[src/rtl/interrupt_sequencer.sv]
// Interrupt entry sequencer: synchronizes NMI/IRQ pins, arbitrates at instruction
// boundaries and walks the seven-step BRK-style service (push PC/P, fetch vector).
module interrupt_sequencer (
  input  logic        clk,
  input  logic        nrst,
  input  logic        enableFFs,
  input  logic        nNMI,
  input  logic        nIRQ,
  input  logic        iFlag,
  input  logic        getInstruction,
  output logic        forceBreak,
  output logic [2:0]  serviceStep,
  output logic        pushEnable,
  output logic [1:0]  pushSelect,
  output logic [15:0] vectorAddress,
  output logic        vectorFetch,
  output logic        setIFlag,
  output logic        bFlag,
  output logic        serviceDone
);

  typedef enum logic {RUN, SERVICE} state_t;
  typedef enum logic {SRC_IRQ, SRC_NMI} src_t;

  localparam logic [15:0] NMI_BASE = 16'hFFFA;
  localparam logic [15:0] IRQ_BASE = 16'hFFFE;

  state_t      state;
  src_t        source;
  logic [2:0]  step;
  logic        nmi_s1, nmi_s2, nmi_s3;
  logic        irq_s1, irq_s2;
  logic        nmi_pending;
  logic        nmi_edge, irq_req, take, hijack, consume;
  logic [15:0] base;

  // Synchronizers and edge history run regardless of enableFFs; the reset value
  // of 1 means releasing reset with the pin high never looks like a falling edge.
  always_ff @(posedge clk or negedge nrst) begin
    if (!nrst) begin
      nmi_s1 <= 1'b1;
      nmi_s2 <= 1'b1;
      nmi_s3 <= 1'b1;
      irq_s1 <= 1'b1;
      irq_s2 <= 1'b1;
    end else begin
      nmi_s1 <= nNMI;
      nmi_s2 <= nmi_s1;
      nmi_s3 <= nmi_s2;
      irq_s1 <= nIRQ;
      irq_s2 <= irq_s1;
    end
  end

  assign nmi_edge = nmi_s3 & ~nmi_s2;
  assign irq_req  = ~irq_s2 & ~iFlag;
  assign take     = (state == RUN) && enableFFs && getInstruction && (nmi_pending || irq_req);
  assign hijack   = (state == SERVICE) && enableFFs && (source == SRC_IRQ) &&
                    nmi_pending && (step <= 3'd4);
  assign consume  = (take && nmi_pending) || hijack;

  // A new edge wins over consumption so an NMI arriving in the consume cycle is kept.
  always_ff @(posedge clk or negedge nrst) begin
    if (!nrst) begin
      nmi_pending <= 1'b0;
    end else if (nmi_edge) begin
      nmi_pending <= 1'b1;
    end else if (consume) begin
      nmi_pending <= 1'b0;
    end
  end

  always_ff @(posedge clk or negedge nrst) begin
    if (!nrst) begin
      state  <= RUN;
      step   <= 3'd0;
      source <= SRC_IRQ;
    end else if (enableFFs) begin
      case (state)
        RUN: begin
          if (take) begin
            state  <= SERVICE;
            step   <= 3'd0;
            source <= nmi_pending ? SRC_NMI : SRC_IRQ;
          end
        end
        SERVICE: begin
          if (step == 3'd6) begin
            state <= RUN;
            step  <= 3'd0;
          end else begin
            step <= step + 3'd1;
            if (hijack) source <= SRC_NMI;
          end
        end
        default: begin
          state <= RUN;
          step  <= 3'd0;
        end
      endcase
    end
  end

  assign base = (source == SRC_NMI) ? NMI_BASE : IRQ_BASE;

  // Outputs decode only registered state, so reset clears them immediately;
  // the step-6 pulses are qualified by enableFFs so a stall cannot stretch them.
  always_comb begin
    forceBreak    = 1'b0;
    serviceStep   = step;
    pushEnable    = 1'b0;
    pushSelect    = 2'd0;
    vectorAddress = 16'h0000;
    vectorFetch   = 1'b0;
    setIFlag      = 1'b0;
    serviceDone   = 1'b0;
    bFlag         = 1'b0;
    if (state == SERVICE) begin
      forceBreak = 1'b1;
      case (step)
        3'd2: begin pushEnable = 1'b1; pushSelect = 2'd0; end
        3'd3: begin pushEnable = 1'b1; pushSelect = 2'd1; end
        3'd4: begin pushEnable = 1'b1; pushSelect = 2'd2; end
        3'd5: begin vectorFetch = 1'b1; vectorAddress = base; end
        3'd6: begin
          vectorFetch   = 1'b1;
          vectorAddress = base + 16'd1;
          setIFlag      = enableFFs;
          serviceDone   = enableFFs;
        end
        default: ;
      endcase
    end
  end

endmodule

[config.mk]
export PLATFORM = sky130hd
export DESIGN_NAME = interrupt_sequencer
export DESIGN_NICKNAME = d
export VERILOG_FILES = /design/src/rtl/interrupt_sequencer.sv
export SDC_FILE = /design/constraint.sdc
export NUM_CORES = 1
export LEC_CHECK = 0
export BUFFER_PORTS_ARGS = -buffer_cell sky130_fd_sc_hd__buf_2
export CAP_MARGIN = 40
export CORE_MARGIN = 8
export CORE_UTILIZATION = 39
export CTS_BUF_LIST = sky130_fd_sc_hd__clkbuf_4 sky130_fd_sc_hd__clkbuf_8 sky130_fd_sc_hd__clkbuf_16
export CTS_CLUSTER_SIZE = 28
export DETAILED_ROUTE_END_ITERATION = 16
export GPL_ROUTABILITY_DRIVEN = 0
export PLACE_DENSITY = 0.71
export SLEW_MARGIN = 25
export SYNTH_ARGS = -nofsm -noshare
export SYNTH_HDL_FRONTEND = slang
export SYNTH_SLANG_ARGS = --single-unit
[constraint.sdc]
create_clock -name clk -period 1.5 [get_ports clk]
set_input_delay 0.15 -clock clk [delete_from_list [all_inputs] [get_ports clk]]
set_output_delay 0.15 -clock clk [all_outputs]
set_load 0.05 [all_outputs]
==> results.yml, run 1 <==
run_status:
  status: "complete, but fails checks"
  violations: "setup timing"
pwr:
  seqPwrFrac_pct: 21.8
  comb_power_share_pct: 68.9
  intPower_mw: 1.175
  p_leak_nw: 0.5393
  peakVddDrop_v: 0.001209
  pwr-share-clk_pct: 9.3
  p_per_area_nw_per_um2: 1921
  power.switching_fraction_pct: 48.76
  p_switching_mw: 1.118
critical_path:
  crit_required_ps: 1350
  crit_type: "reg2out"
  worst-path-max-fanout: 5
  crit_path_start_kind: "flip-flop"
  arrival_ps: 1440
  reg2reg_slack_ps: 70
  cp-end-kind: "output pin"
drt:
  firstDrtPassIters: 4
  routed_wirelength_um: 1811
  ant_nets: 0
  drt_iter0_drc: 11
  num_vias: 585
  wl_per_cell_um: 15.61
  drc: 0
  avgViaCountPerCell: 5.043
timing:
  max_freq_ghz: 0.6302
  finalCritPeriodShare_pct: 105.8
  hold_violations: 0
  fin_setup_tns_ps: -911.9
  setup_ws_ps: -86.88
  rsz0062_at_grt: "yes"
  period_minus_slack_ps: 1587
  slew_viol_final: 0
  fin_skew_ps: 7.812
  setup_viol: 17
synthesis:
  syn_avg_cell_area_sq_um: 9.640
  synth_sequential_area_ratio_pct: 41.13
  ys_top_cells_by_area: "dfrtp_1 22%, dfstp_2 19%, buf_4 18%"
  synth_common_cells: "16 x buf_4, 6 x dfrtp_1, 5 x dfstp_2, 5 x inv_1, 4 x nand2_1"
  synth_top_area_cell: "dfrtp_1"
  ys_seq_elements: 11
  synth_edf_count: 0
  async_flop_share_pct: 100.0
  synth_cell_types: 31
  syn_inst: 71
  synthFlopType: "dfrtp_1"
  netlist_area_sq_um: 684.4
  synth_top_area_share_pct: 21.94
  synth_fp_nets: 79
  ys_warn_count: 0
  yosysMostFrequentCell: "buf_4"
global_route:
  antenna_found_initial: 0
  grt_pass1_wl_um: 2946
  grt_use_total_pct: 11.21
  grt_pass1_vias: 608
  grt_max_degree: 16
  globalRoute.totalOverflow: 0
clock_network:
  clk_pin_slew_worst_paths_ps: 70
  cts_buffer_depth: 2
  clk_latency_ps: 260
  cts_root_buf: "clkbuf_4"
  cts_made_buffers: 3
  cts_sinks: 11
  cts_tree: "built"
  htreeDepth: 1
die:
  start_util_pct: 40.52
  die_area_sq_um: 3351
  die_w_um: 57.89
  core-area_sq_um: 1689
  dieHeight_um: 57.89
  rows: 15
  io_pins: 34
placed_design:
  place_hpwl_um: 1222
  placed_area_sq_um: 797.0
  dp_cells: 103
  port_buffers: 32
final_layout:
  nets: 108
  final_core_util_pct: 70.67
  n_antenna_cell: 0
  finalInstanceArea_sq_um: 1194
  syn_to_final_growth_pct: 74.41
  drive_gt1_share_pct: 67.68
  fillers: 110
  stdcell_count: 116
min_path:
  worst_hold_path_type: "in2reg"
run:
  maxCapViolations: 0
==> critical path: stages, from the launching register on <==
cell and delay [ps]:
dfrtp_2 480, and2_4 200, ha_4 160, a21oi_4 140, nor2b_4 50, buf_6 140
==> through the flow <==
stage          setup WS [ps]  hold slack [ps]  total power [mW]
2_1_floorplan         -300.8           -145.6             1.567
6_report              -86.88            229.9             2.293
3_5_place_dp           47.89            24.99             1.636
5_1_grt               -130.3            257.0             2.422
3_3_place_gp           65.36            23.69             1.625
4_1_cts               -61.63            221.8             2.138
==> kinds of logic after synthesis <==
logic type	count (synthesis)	synth area share, %
AOI/OAI and AO/OA	14	15.36
buffers and inverters	23	23.58
other	1	0.5479
xor gates and xnor gates	2	2.560
and+or+nand+nor	19	14.99
adders and majority gates	1	1.828
DFF	11	41.13
==> state kept, by name (all words and copies together), names as in the netlist <==
register	count
irq_s1	1
irq_s2	1
nmi_pending	1
nmi_s1	1
nmi_s2	1
nmi_s3	1
serviceStep	3
source	1
state	1
==> area by class of cell <==
type | count | area, sq um | share of cell area (%)
multi-input cells | 37 | 339.1 | 28.41
inverters | 5 | 18.77 | 1.572
repair buffers | 42 | 498.0 | 41.72
clock buffers | 4 | 30.03 | 2.516
well taps | 17 | 21.27 | 1.782
flip-flops and latches | 11 | 286.5 | 24.00
==> power groups by stage <==
stage | clock network [mW] | logic [mW] | registers [mW]
after floorplan | 0 | 0.942 | 0.626
after global placement | 0 | 1.09 | 0.533
after detailed placement | 0 | 1.10 | 0.538
after CTS | 0.222 | 1.42 | 0.499
after global routing | 0.232 | 1.67 | 0.517
final | 0.212 | 1.58 | 0.501
==> worst paths after layout <==
check,to,cells past startpoint,startpoint
max in group asynchronous,nmi_s2$_DFF_PN1_,2,nrst
setup reg to reg,source$_DFFE_PN0P_,5,serviceStep[1]$_DFFE_PN0P_
min in group asynchronous,serviceStep[2]$_DFFE_PN0P_,2,nrst
hold reg to reg,nmi_s2$_DFF_PN1_,0,nmi_s1$_DFF_PN1_
hold / removal,source$_DFFE_PN0P_,3,enableFFs
setup / recovery,pushEnable,5,serviceStep[1]$_DFFE_PN0P_
==> cell usage in the layout (no fill, tap or decap), drive strengths merged, types with 2 or more instances in the layout <==
cell         count
buf             38
dfrtp            6
inv              5
dfstp            5
clkbuf           5
nand2            4
dlygate4sd3      3
and2             3
nor3             3
nor2             3
o21ai            2
a21oi            2
nor2b            2
==> metal layers <==
metal	up-vias	track usage [%]	wire length [um]
met1	264	10.89	682
met2	34	20.54	935
met3	2	3.974	175
li1	285	-	-
met4	0	5.245	18
met5	-	0	0
==> what timing repair did <==
item | in CTS | in global routing
gates cloned | 0 | 1
buffers inserted | 4 | 1
endpoints found under the setup margin | 21 | 23
hold buffers | 3 | 0
resized for setup | 47 | 26
endpoints found under the hold margin | 13 | 0
pin swaps | 2 | 1
No activity file was read; power rests on OpenSTA's default activity.
==> run 2: changes to the inputs <==
==> constraint.sdc (replaced) <==
create_clock -name clk -period 1.4 [get_ports clk]
set_input_delay 0.14 -clock clk [delete_from_list [all_inputs] [get_ports clk]]
set_output_delay 0.14 -clock clk [all_outputs]
set_load 0.05 [all_outputs]
==> run 2 against run 1 <==
  * The run still ends with setup timing left
  * Critical path depth stayed put
  * Register-to-register slack better by 20 ps
  * Final area is 5.6% lower
  * Wire length is 2.3% lower
  * First-iteration DRC count is 64% higher
  * Clock power is 11% higher
  * Power is 6.6% higher
  * Die area stayed put
  * Global-route usage is 0.94 points lower
==> results.yml, run 2 (synthesized netlist as in run 1, its figures left out) <==
final_layout:
  layout_common_cells: "13 x buf_6, 10 x buf_2, 8 x buf_4"
  n_antenna_cell: 0
  final_core_util_pct: 66.74
  largest_reg_flops: 3
  drive_gt1_share_pct: 69.70
  final_common_cell: "buf_6"
  nets: 108
  syn_to_final_growth_pct: 64.72
global_route:
  globalRoute.totalOverflow: 0
  grt_max_degree: 16
  grt_pass1_vias: 585
  grt_use_total_pct: 10.27
  grt_pass1_wl_um: 2725
  antenna_found_initial: 0
drt:
  drc: 0
  firstDrtPassIters: 4
  wl_per_cell_um: 15.26
  drt_iter0_drc: 18
  routed_wirelength_um: 1770
  num_vias: 592
  avgViaCountPerCell: 5.103
  ant_nets: 0
timing:
  hold_violations: 0
  setup_viol: 22
  fin_hold_ws_ps: 199.0
  finalCritPeriodShare_pct: 113.3
  period_minus_slack_ps: 1587
  fin_skew_ps: 10.20
  max_freq_ghz: 0.6303
  setup_ws_ps: -186.6
  slew_viol_final: 0
  rsz0062_at_grt: "yes"
pwr:
  fin_total_pwr_mw: 2.445
  peakVddDrop_v: 0.001192
  p_leak_nw: 0.5228
  p_per_area_nw_per_um2: 2169
run_status:
  status: "complete, but fails checks"
  violations: "setup timing"
die:
  io_pins: 34
  core-area_sq_um: 1689
  die_area_sq_um: 3351
  rows: 15
  start_util_pct: 40.52
  die_w_um: 57.89
  dieHeight_um: 57.89
clock_network:
  cts_buffer_depth: 2
  cts_root_buf: "clkbuf_4"
  cts_sinks: 11
  cts_tree: "built"
  clk_latency_ps: 270
  htreeDepth: 1
  clk_pin_slew_worst_paths_ps: 70
  cts_made_buffers: 3
critical_path:
  crit_path_start_kind: "flip-flop"
  worst-path-max-fanout: 15
  crit_required_ps: 1260
  arrival_ps: 1450
  cp-end-kind: "output pin"
  crit_type: "reg2out"
placed_design:
  place_hpwl_um: 1226
  port_buffers: 32
  pre_cts_ws_ps: -73.95
run:
  maxCapViolations: 0
min_path:
  worst_hold_path_type: "in2reg"
-- run 2: repair_timing --
| action | in CTS | in global routing |
|---|---|---|
| endpoints found under the setup margin | 22 | 23 |
| buffers inserted | 2 | 1 |
| pin swaps | 2 | 1 |
| hold buffers | 3 | 0 |
| endpoints found under the hold margin | 13 | 0 |
| gates cloned | 0 | 0 |
| resized for setup | 54 | 1 |
-- run 2: metrics by stage --
step	std cells	cell area, sq um	setup TNS (ps)
floorplan	71	817.0	-6313
global placement	106	845.8	-52.55
detailed placement	106	845.8	-73.95
CTS	115	1116	-3336
global route	116	1127	-4511
finish	116	1127	-3654
-- run 2: layout make-up --
type	instances	area, sq um
Clock buffer	4	30.03
Fill cell	126	561.8
Inverter	5	18.77
Multi-Input combinational cell	37	351.6
Sequential cell	11	289.0
Tap cell	17	21.27
Timing Repair Buffer	42	416.7
-- run 2: worst paths after layout --
kind                                       startpoint                    endpoint  slack (ps)  cells after the start
setup / recovery           serviceStep[1]$_DFFE_PN0P_           vectorAddress[14]        -190                      5
hold / removal                              enableFFs          source$_DFFE_PN0P_         200                      3
setup reg to reg           serviceStep[0]$_DFFE_PN0P_          source$_DFFE_PN0P_          90                      4
hold reg to reg                      nmi_s1$_DFF_PN1_            nmi_s2$_DFF_PN1_         360                      0
max in group asynchronous                        nrst            nmi_s2$_DFF_PN1_         870                      2
min in group asynchronous                        nrst  serviceStep[1]$_DFFE_PN0P_         260                      2
-- run 2: routing by layer --
layer	part of all wire [%]	global-route usage, %	vias up
li1	-	-	280
met1	41	11.07	279
met2	50	17.68	33
met3	9.8	3.753	0
met4	0	4.196	0
met5	0	0	-
-- run 2: critical path, cell delays in order, from the launching register on --
cell,delay [ps]
dfrtp_2,440
buf_12,150
xnor2_4,130
nor2_4,100
buf_12,170
buf_6,170
-- run 2: power by group --
group / switching (mW) / internal (mW) / leakage, nW / total (mW)
combinational: 0.972 / 0.684 / 0.383 / 1.66
clock: 0.106 / 0.130 / 0.0184 / 0.236
sequential: 0.136 / 0.418 / 0.121 / 0.554
total: 1.21 / 1.23 / 0.523 / 2.45
